[src/rtl/mux_arb_reg_if.sv]
// Handshake bundle for mux_arb_reg: N valid/ready input channels,
// one registered valid/ready output, plus the arbitration controls.
interface mux_arb_reg_if #(
    parameter int WIDTH    = 2,
    parameter int CHANNELS = 4
) ();
    localparam int SEL_W = (CHANNELS > 1) ? $clog2(CHANNELS) : 1;

    logic                      mode;
    logic [SEL_W-1:0]          sel;
    logic [CHANNELS*WIDTH-1:0] in_data;
    logic [CHANNELS-1:0]       in_valid;
    logic [CHANNELS-1:0]       in_ready;
    logic [WIDTH-1:0]          out_data;
    logic [SEL_W-1:0]          out_ch;
    logic                      out_valid;
    logic                      out_ready;

    modport master (
        output mode,
        output sel,
        output in_data,
        output in_valid,
        input  in_ready,
        input  out_data,
        input  out_ch,
        input  out_valid,
        output out_ready
    );

    modport slave (
        input  mode,
        input  sel,
        input  in_data,
        input  in_valid,
        output in_ready,
        output out_data,
        output out_ch,
        output out_valid,
        input  out_ready
    );
endinterface

[src/rtl/mux_arb_reg.sv]
// N-channel registered mux with manual select or round-robin arbitration.
// One word per cycle; the output register refills in the cycle it drains.
module mux_arb_reg #(
    parameter int WIDTH    = 2,
    parameter int CHANNELS = 4
) (
    input logic          clk,
    input logic          rst_n,
    mux_arb_reg_if.slave bus
);
    localparam int SEL_W = (CHANNELS > 1) ? $clog2(CHANNELS) : 1;

    typedef logic [SEL_W-1:0] ch_t;
    typedef logic [SEL_W:0]   ch_ext_t;

    localparam ch_t     LAST_CH = ch_t'(CHANNELS - 1);
    localparam ch_ext_t CH_N    = ch_ext_t'(CHANNELS);

    logic             out_valid_q, out_valid_d;
    logic [WIDTH-1:0] out_data_q, out_data_d;
    ch_t              out_ch_q, out_ch_d;
    ch_t              ptr_q, ptr_d;

    logic                load;
    logic                man_hit;
    ch_t                 man_ch;
    logic                rr_hit;
    ch_t                 rr_ch;
    logic                gnt;
    ch_t                 gnt_ch;
    logic [WIDTH-1:0]    gnt_data;
    logic [CHANNELS-1:0] rdy;

    assign load = !out_valid_q || bus.out_ready;

    // Manual select: indices at or above CHANNELS never match a channel.
    always_comb begin
        man_hit = 1'b0;
        man_ch  = '0;
        for (int c = 0; c < CHANNELS; c++) begin
            if (bus.sel == ch_t'(c) && bus.in_valid[c]) begin
                man_hit = 1'b1;
                man_ch  = ch_t'(c);
            end
        end
    end

    // Rotate valids so bit 0 is ptr+1, take the first set bit, map it back.
    logic [2*CHANNELS-1:0] vld_dbl;
    logic [2*CHANNELS-1:0] vld_shr;
    logic [CHANNELS-1:0]   vld_rot;
    ch_ext_t               rr_start;
    ch_ext_t               rr_sum;
    ch_ext_t               rr_wrap;
    ch_t                   rr_off;

    always_comb begin
        vld_dbl  = {bus.in_valid, bus.in_valid};
        rr_start = {1'b0, ptr_q} + 1'b1;
        vld_shr  = vld_dbl >> rr_start;
        vld_rot  = vld_shr[CHANNELS-1:0];
        rr_hit   = 1'b0;
        rr_off   = '0;
        for (int k = 0; k < CHANNELS; k++) begin
            if (!rr_hit && vld_rot[k]) begin
                rr_hit = 1'b1;
                rr_off = ch_t'(k);
            end
        end
        rr_sum  = rr_start + {1'b0, rr_off};
        rr_wrap = (rr_sum >= CH_N) ? (rr_sum - CH_N) : rr_sum;
        rr_ch   = rr_wrap[SEL_W-1:0];
    end

    // No grant while in reset so in_ready stays low.
    always_comb begin
        gnt    = 1'b0;
        gnt_ch = '0;
        if (rst_n && load) begin
            if (bus.mode) begin
                gnt    = rr_hit;
                gnt_ch = rr_ch;
            end else begin
                gnt    = man_hit;
                gnt_ch = man_ch;
            end
        end
    end

    always_comb begin
        rdy      = '0;
        gnt_data = '0;
        for (int c = 0; c < CHANNELS; c++) begin
            if (gnt && gnt_ch == ch_t'(c)) begin
                rdy[c]   = 1'b1;
                gnt_data = bus.in_data[c*WIDTH +: WIDTH];
            end
        end
    end

    always_comb begin
        out_valid_d = out_valid_q;
        out_data_d  = out_data_q;
        out_ch_d    = out_ch_q;
        ptr_d       = ptr_q;
        if (gnt) begin
            out_valid_d = 1'b1;
            out_data_d  = gnt_data;
            out_ch_d    = gnt_ch;
            ptr_d       = gnt_ch;
        end else if (bus.out_ready) begin
            out_valid_d = 1'b0;
        end
    end

    always_ff @(posedge clk) begin
        if (!rst_n) begin
            out_valid_q <= 1'b0;
            out_data_q  <= '0;
            out_ch_q    <= '0;
            ptr_q       <= LAST_CH;
        end else begin
            out_valid_q <= out_valid_d;
            out_data_q  <= out_data_d;
            out_ch_q    <= out_ch_d;
            ptr_q       <= ptr_d;
        end
    end

    assign bus.in_ready  = rdy;
    assign bus.out_data  = out_data_q;
    assign bus.out_ch    = out_ch_q;
    assign bus.out_valid = out_valid_q;
endmodule

[src/flat_wrapper.sv]
// flat-port wrapper written by rule: the top's interface ports become plain ports
module mux_arb_reg_flat 
#(
    parameter int WIDTH    = 2,
    parameter int CHANNELS = 4
)
  (clk, rst_n, bus_mode, bus_sel, bus_in_data, bus_in_valid, bus_in_ready, bus_out_data, bus_out_ch, bus_out_valid, bus_out_ready);
  mux_arb_reg_if #(.WIDTH(WIDTH), .CHANNELS(CHANNELS)) bus_i ();
  input logic clk;
  input logic rst_n;
  input wire logic [$bits(bus_i.mode)-1:0] bus_mode;
  input wire logic [$bits(bus_i.sel)-1:0] bus_sel;
  input wire logic [$bits(bus_i.in_data)-1:0] bus_in_data;
  input wire logic [$bits(bus_i.in_valid)-1:0] bus_in_valid;
  output wire logic [$bits(bus_i.in_ready)-1:0] bus_in_ready;
  output wire logic [$bits(bus_i.out_data)-1:0] bus_out_data;
  output wire logic [$bits(bus_i.out_ch)-1:0] bus_out_ch;
  output wire logic [$bits(bus_i.out_valid)-1:0] bus_out_valid;
  input wire logic [$bits(bus_i.out_ready)-1:0] bus_out_ready;
  assign bus_i.mode = bus_mode;
  assign bus_i.sel = bus_sel;
  assign bus_i.in_data = bus_in_data;
  assign bus_i.in_valid = bus_in_valid;
  assign bus_in_ready = bus_i.in_ready;
  assign bus_out_data = bus_i.out_data;
  assign bus_out_ch = bus_i.out_ch;
  assign bus_out_valid = bus_i.out_valid;
  assign bus_i.out_ready = bus_out_ready;
  mux_arb_reg #(.WIDTH(WIDTH), .CHANNELS(CHANNELS)) u_core (.clk(clk), .rst_n(rst_n), .bus(bus_i));
endmodule
[config.mk]
export PLATFORM = sky130hd
export DESIGN_NAME = mux_arb_reg_flat
export DESIGN_NICKNAME = d
export VERILOG_FILES = /design/src/rtl/mux_arb_reg_if.sv /design/src/rtl/mux_arb_reg.sv /design/src/flat_wrapper.sv
export SDC_FILE = /design/constraint.sdc
export NUM_CORES = 1
export LEC_CHECK = 0
export CAP_MARGIN = 30
export CORE_MARGIN = 3
export CORE_UTILIZATION = 40
export CTS_BUF_LIST = sky130_fd_sc_hd__clkbuf_4
export DETAILED_ROUTE_END_ITERATION = 6
export PLACE_DENSITY = 0.76
export RECOVER_POWER = 50
export SETUP_SLACK_MARGIN = 0.3
export SYNTH_ARGS = -nofsm -noshare
export SYNTH_HDL_FRONTEND = slang
export SYNTH_SLANG_ARGS = --single-unit
[constraint.sdc]
create_clock -name clk -period 4.5 [get_ports clk]
set_input_delay 0.9 -clock clk [delete_from_list [all_inputs] [get_ports clk]]
set_output_delay 0.9 -clock clk [all_outputs]
set_load 0.01 [all_outputs]
# --- Word level (Yosys, flattened, before mapping) ---
# Cells that the tools add are included.
op_classes:
  n_reduce_logical: 20
  shifts: 1
  order_cmp: 1
  addsub: 3
  muxes: 29
  n_eq_ne: 6
op_table:
  columns: ["op", "n"]
  rows:
  - ["2-bit 2-to-1 mux", 11]
  - ["1-bit 2-to-1 mux", 18]
  - ["1-bit logical AND", 12]
  - ["2-bit equality test, second input constant", 4]
  - ["8-bit by 3-bit right shift with 4-bit output", 1]
  - ["2-bit by 1-bit equality test with 1-bit output, second input constant", 2]
  - ["1-bit logical NOT", 4]
  - ["2-bit logical NOT", 2]
  - ["2-bit by 1-bit adder with 3-bit output, second input constant", 1]
  - ["3-bit by 2-bit adder with 3-bit output", 1]
  - ["3-bit greater-or-equal comparator, second input constant", 1]
  - ["2-bit nonzero test", 1]
  - ["2-bit by 1-bit subtractor with 2-bit output, second input constant", 1]
  - ["1-bit logical OR", 1]
totals:
  out_inout_bits: 9
  in_bits: 18
  word_cells: 64
  ff_bits: 7

# --- Logic depth before layout (Yosys ltp) ---
logic_depth:
  ltp_word: 23
  depth_mapped: 13
  mapped_depth_nobuf: 12

# --- Worst setup path before layout ---
# Ideal clock, no wire load.
synth_timing:
  path_kind: "in2out"
  start: "input bus_in_valid[1]"
  end: "output bus_in_ready[2]"
  required_ns: 3.600
  path_stages: 11
  arrival_ns: 2.709
  slack_ns: 0.891
  path_buffers: 1
  path_cell_list: "buf_2 nor2_1 a221oi_1 a21oi_1 a211oi_1 ha_1 xor2_1 nand2_1 a21oi_2 nor3b_4 nor4_1"
synth_via:
  elab_chain_cells: 19
  elab_cells_between_ends: 32
  cone_classes: "add/sub (2); order compare (1); eq/ne (1); shift (1); mux (19); reduce/logical (8)"
synth_rtl:
  columns: ["item", "line", "text"]
  rows:
  - ["start: declaration", "flat_wrapper.sv:14", "input wire logic [$bits(bus_i.in_valid)-1:0] bus_in_valid;"]
  - ["8-bit by 3-bit right shift with 4-bit output", "mux_arb_reg.sv:60", "vld_shr = vld_dbl >> rr_start;"]
  - ["1-bit 2-to-1 mux", "mux_arb_reg.sv:65", "if (!rr_hit && vld_rot[k]) begin"]
  - ["1-bit logical NOT", "mux_arb_reg.sv:65", null]
  - ["1-bit logical AND", "mux_arb_reg.sv:65", null]
  - ["1-bit 2-to-1 mux", "mux_arb_reg.sv:65", null]
  - ["1-bit logical NOT", "mux_arb_reg.sv:65", null]
  - ["1-bit logical AND", "mux_arb_reg.sv:65", null]
  - ["1-bit 2-to-1 mux", "mux_arb_reg.sv:65", null]
  - ["(+3 left out)", null, null]
  - ["3-bit by 2-bit adder with 3-bit output", "mux_arb_reg.sv:70", "rr_sum = rr_start + {1'b0, rr_off};"]
  - ["3-bit greater-or-equal comparator or 2-bit by 1-bit subtractor with 2-bit output (tied branches)", "mux_arb_reg.sv:71", "rr_wrap = (rr_sum >= CH_N) ? (rr_sum - CH_N) : rr_sum;"]
  - ["2-bit 2-to-1 mux", "mux_arb_reg.sv:71", null]
  - ["2-bit 2-to-1 mux", "mux_arb_reg.sv:80", "if (bus.mode) begin"]
  - ["2-bit 2-to-1 mux", "mux_arb_reg.sv:79", "if (rst_n && load) begin"]
  - ["2-bit equality test", "mux_arb_reg.sv:94", "if (gnt && gnt_ch == ch_t'(c)) begin"]
  - ["1-bit logical AND (*)", "mux_arb_reg.sv:94", null]
  - ["1-bit 2-to-1 mux (*)", "mux_arb_reg.sv:94", null]
  - ["end: declaration", "flat_wrapper.sv:15", "output wire logic [$bits(bus_i.in_ready)-1:0] bus_in_ready;"]
# Every way passes the cells marked *; elsewhere a longest branch is shown, timed or not.

# --- Final worst setup path ---
layout_timing:
  start: "input bus_in_valid[1]"
  end: "output bus_in_ready[1]"
layout_via:
  elab_chain_cells: 19
  elab_cells_between_ends: 32
  cone_classes: "add/sub (2); order compare (1); eq/ne (1); shift (1); mux (19); reduce/logical (8)"
layout_rtl:
  columns: ["item", "line"]
  rows:
  - ["8-bit by 3-bit right shift with 4-bit output", "mux_arb_reg.sv:60"]
  - ["1-bit 2-to-1 mux", "mux_arb_reg.sv:65"]
  - ["1-bit logical NOT", "mux_arb_reg.sv:65"]
  - ["1-bit logical AND", "mux_arb_reg.sv:65"]
  - ["1-bit 2-to-1 mux", "mux_arb_reg.sv:65"]
  - ["1-bit logical NOT", "mux_arb_reg.sv:65"]
  - ["1-bit logical AND", "mux_arb_reg.sv:65"]
  - ["1-bit 2-to-1 mux", "mux_arb_reg.sv:65"]
  - ["(+3 left out)", null]
  - ["3-bit by 2-bit adder with 3-bit output", "mux_arb_reg.sv:70"]
  - ["3-bit greater-or-equal comparator or 2-bit by 1-bit subtractor with 2-bit output (tied branches)", "mux_arb_reg.sv:71"]
  - ["2-bit 2-to-1 mux", "mux_arb_reg.sv:71"]
  - ["2-bit 2-to-1 mux", "mux_arb_reg.sv:80"]
  - ["2-bit 2-to-1 mux", "mux_arb_reg.sv:79"]
  - ["2-bit by 1-bit equality test with 1-bit output", "mux_arb_reg.sv:94"]
  - ["1-bit logical AND (*)", "mux_arb_reg.sv:94"]
  - ["1-bit 2-to-1 mux (*)", "mux_arb_reg.sv:94"]
# Marked as above.

==> run metrics <==
origin of the worst min-delay path u_core.bus.out_ch[0]; Max VDD drop 0.137 mV; standard-cell rows 13; combinational power share 44.2%; count of buffer and inverter cells on the critical path 3; internal reg-to-reg setup slack 1930 ps; total core area 1420 µm²; last weighted congestion value of the routability-driven placer 0.861; Slew Viols, Final 0; parity-gate share of the synthesized area counting xor and xnor cells approximately 1.4%; clock slew at reported path FFs 50 ps; I/O pin total 27; HPWL after detailed placement roughly 1.4 mm; number of instances in the synthesized netlist 82; number of register bits inferred by synthesis 7; initial core utilization between 40% and 50%; largest net degree at the start of global routing 11; Switch Pwr a little under 90 µW; f_max 266 MHz; average wire per standard cell 13.3 µm; detailed router's first-iteration violation count 6; Int Pwr around 170 µW; beginning of the worst register-to-register path u_core.ptr_q[0]; number of buffers added by the clock tree synthesis step 3; launching element of the worst setup path bus_in_valid[1]; setup clock skew after layout around 6.8 ps; portion of netlist area occupied by mux cells 19.1%; WHS 456 ps; total track usage about 17%; area share of and/or/nand/nor cells after synthesis 31.1%; largest family of logic cells by synthesized area simple AND/OR/NAND/NOR gates; final global-route overflow total 0; Maximum Capacitance Violations 0; pre-CTS worst setup slack -19.5 ps; die area 2140 µm²; library cell contributing the largest single delay on the critical path sky130_fd_sc_hd__dlygate4sd2_1; share of synthesized area occupied by flip-flops and latches 21.6%; PnR Total Power 261 µW; endpoint of the most critical register-to-register path u_core.bus.out_data[0]; share of total power in sequential cells 29.6%; H-tree lvl count 1; worst skew pair latency 270 ps; CTS hold repair buffers 0; number of design rule violations left after detail routing 0; post-synthesis net count 101; setup ws final about 740 ps; via count of the first global-routing pass ~650; Worst Path Arrival 2860 ps; endpoints failing setup 0; Critical Setup Path Class in -> out; delay of the slowest cell on the worst path 280 ps; Syn-to-layout area delta 59.1%; CP delay by family, top simple AND/OR/NAND/NOR gates; Data required, critical path 3600 ps; number of buffers on the longest clock path 2; relative slew slack 71.4%; compound-gate portion of the synthesized area 18.9%; period utilisation layout 83.5%; startpoint class of the critical path primary input; synth unique cells 35; LEAKAGE 0.000467 µW; number of inserted filler cells in the final layout between 100 and 150; warning count from the yosys run 0; antenna-violating nets left 0; clock share of power roughly a quarter; endpoint kind of the worst setup timing path output port; first-pass GRT wire length 2.73 mm; number of nets at the end of the flow 136; drt via density 5.51; power density over the cells 253 nW/µm²; vertical die dimension 46.3 µm; worst hold path endpoint u_core.bus.out_ch[0]; fraction of layout instances using a drive strength above 1 28.4%; I/O Buffers 26; RSZ-0062 raised after global routing false; pin slew with the least headroom to its limit 430 ps; worst-path cell chain dlymetal6s2s_1 -> buf_6 -> nand2_1 -> nor2_1 -> a21oi_1 -> a21oi_1 -> a211oi_2 -> ha_2 -> xor2_2 -> nor2_1 -> nand3_2 -> nor3b_4 -> nor2b_1 -> dlygate4sd2_1; number of clock sinks 7; Final Hold Vio Count 0; Post-Syn Area 648 µm²; average size of a mapped cell 7.90 µm²; outcome finished clean; maximum fanout count along the critical path 8; final WL 1.74 mm; x dimension of the die approximately 46 µm; worst reg2reg path depth 13; adder and majority cell fraction of the synthesized area 1.93%; TritonCTS clock tree done; minimum period implied by the final worst setup slack between 3000 and 4000 ps; switching part of the total 33.5%; number of antenna violations at the first check in global routing 0; router iterations before antenna repair 4; count of inserted antenna diode cells 0; total via count after detailed routing 722; Clock Root Buffer sky130_fd_sc_hd__clkbuf_4; Hold WC Path Type reg -> reg; number of stages on the worst hold path 2
## through the flow
step           utilization, %  instance area (µm²)  cells  TNS (ps)
3_5_place_dp             67.6                  956    126     -38.9
3_3_place_gp             67.6                  956    126         0
2_1_floorplan               -                  648     82         0
4_1_cts                  70.9                 1000    131         0
5_1_grt                  72.9                 1030    131         0
6_report                 72.9                 1030    131         0
## timing repair
| action | CTS | global route |
|---|---|---|
| pin swaps | 1 | 4 |
| endpoints found under the setup margin | 4 | 4 |
| buffers inserted | 1 | 0 |
| gates resized for setup | 7 | 17 |
## how the worst max path moves through the flow
| stage | end | slack [ps] | depth (start not counted) |
|---|---|---|---|
| 2_1_floorplan | bus_in_ready[2] | 890 | 11 |
| 3_3_place_gp | bus_in_ready[1] | 30 | 14 |
| 3_5_place_dp | bus_in_ready[2] | -20 | 12 |
| 4_1_cts | bus_in_ready[2] | 200 | 13 |
| 5_1_grt | bus_in_ready[0] | 560 | 14 |
| 6_report | bus_in_ready[1] | 740 | 14 |
## final cells by class
type | instances | area [µm²] | share of cell area (%)
multi-input cells | 68 | 505 | 49.0
clock buffers | 4 | 30.0 | 2.91
repair buffers | 35 | 329 | 31.9
flip-flops and latches | 7 | 140 | 13.6
inverters | 2 | 7.51 | 0.728
well taps | 15 | 18.8 | 1.82
## state kept, by name, summed over array words and instances (netlist names)
name and flops:
u_core.bus.out_ch 2, u_core.bus.out_data 2, u_core.ptr_q 2, u_core.bus.out_valid 1
## power by group through the flow
stage | registers, µW | logic (µW) | clock network, µW
after floorplan | 76.2 | 66.8 | 0
after global placement | 77.6 | 110 | 0
after global routing | 78.4 | 125 | 73.3
final | 77.2 | 115 | 68.5
after CTS | 77.1 | 116 | 65.5
after detailed placement | 77.9 | 113 | 0
## cell usage in the layout, fill, tap and decap left out, types with 2 or more instances in the layout
master	instances
sky130_fd_sc_hd__dfxtp_1	7
sky130_fd_sc_hd__nand2_1	10
sky130_fd_sc_hd__a21oi_1	3
sky130_fd_sc_hd__o21ai_2	2
sky130_fd_sc_hd__nor2_2	3
sky130_fd_sc_hd__clkdlybuf4s50_1	12
sky130_fd_sc_hd__a21boi_1	3
sky130_fd_sc_hd__nor2b_1	2
sky130_fd_sc_hd__dlygate4sd2_1	2
sky130_fd_sc_hd__nor3_1	2
sky130_fd_sc_hd__nand2b_1	2
sky130_fd_sc_hd__nor2_1	8
sky130_fd_sc_hd__buf_2	2
sky130_fd_sc_hd__mux2_4	2
sky130_fd_sc_hd__dlymetal6s2s_1	4
sky130_fd_sc_hd__mux2_2	3
sky130_fd_sc_hd__nor4_2	2
sky130_fd_sc_hd__nand3_1	4
sky130_fd_sc_hd__inv_1	2
sky130_fd_sc_hd__mux2i_1	6
sky130_fd_sc_hd__buf_6	2
sky130_fd_sc_hd__clkbuf_4	4
sky130_fd_sc_hd__buf_4	6
sky130_fd_sc_hd__dlygate4sd3_1	6
## synth_stat cells
master	number	area, µm²
sky130_fd_sc_hd__nand2_1	10	37.5
sky130_fd_sc_hd__nor2_1	9	33.8
sky130_fd_sc_hd__dfxtp_1	7	140
sky130_fd_sc_hd__mux2i_1	6	60.1
sky130_fd_sc_hd__nand3_1	4	20.0
sky130_fd_sc_hd__a21boi_1	3	22.5
sky130_fd_sc_hd__a21oi_1	3	15.0
sky130_fd_sc_hd__mux2_2	3	33.8
sky130_fd_sc_hd__clkbuf_1	2	7.51
sky130_fd_sc_hd__inv_1	2	7.51
sky130_fd_sc_hd__mux2_4	2	30.0
sky130_fd_sc_hd__nand2b_1	2	12.5
sky130_fd_sc_hd__nor2_2	2	12.5
sky130_fd_sc_hd__nor2b_1	2	12.5
sky130_fd_sc_hd__nor3_1	2	10.0
sky130_fd_sc_hd__nor4_1	2	12.5
sky130_fd_sc_hd__o21ai_1	2	10.0
sky130_fd_sc_hd__o21ai_2	2	17.5
sky130_fd_sc_hd__a211oi_1	1	7.51
sky130_fd_sc_hd__a21oi_2	1	8.76
sky130_fd_sc_hd__a221oi_1	1	8.76
sky130_fd_sc_hd__a31oi_1	1	6.26
sky130_fd_sc_hd__a41oi_1	1	8.76
sky130_fd_sc_hd__buf_2	1	5.00
sky130_fd_sc_hd__buf_4	1	7.51
sky130_fd_sc_hd__buf_6	1	11.3
sky130_fd_sc_hd__ha_1	1	12.5
sky130_fd_sc_hd__nand3_2	1	10.0
sky130_fd_sc_hd__nor3b_4	1	18.8
sky130_fd_sc_hd__nor4b_1	1	8.76
sky130_fd_sc_hd__o2111ai_1	1	8.76
sky130_fd_sc_hd__o31a_1	1	8.76
sky130_fd_sc_hd__or2_1	1	6.26
sky130_fd_sc_hd__or3_1	1	6.26
sky130_fd_sc_hd__xor2_1	1	8.76
## kinds of logic (layout without fill, tap and decap cells)
kind of cell | Yosys count | after routing
AND/OR/NAND/NOR | 38 | 38
AO/OA/AOI/OAI | 17 | 17
multiplexers | 11 | 11
flip-flops | 7 | 7
buffers and inverters | 7 | 41
adder cells (fa/ha/maj) | 1 | 1
XOR/XNOR | 1 | 1
## worst reg2reg max path, stage by stage (launching register included)
cell,delay [ps]
sky130_fd_sc_hd__dfxtp_1,520
sky130_fd_sc_hd__nor2_1,100
sky130_fd_sc_hd__a221oi_2,240
sky130_fd_sc_hd__a21oi_1,80
sky130_fd_sc_hd__a211oi_2,170
sky130_fd_sc_hd__ha_2,230
sky130_fd_sc_hd__xor2_2,170
sky130_fd_sc_hd__nor2_1,70
sky130_fd_sc_hd__nand3_2,60
sky130_fd_sc_hd__nor3b_4,240
sky130_fd_sc_hd__buf_6,140
sky130_fd_sc_hd__buf_4,110
sky130_fd_sc_hd__mux2_4,300
sky130_fd_sc_hd__o21ai_2,100
## layer usage
layer  global-route usage [%]  wire, µm  share of wire [%]
met2                     28.0       864                 50
met4                     3.41        14               0.80
met3                     4.69        66                3.8
met5                        0         0                  0
met1                     22.6       795                 46
Power figures use the tool's default switching activity.
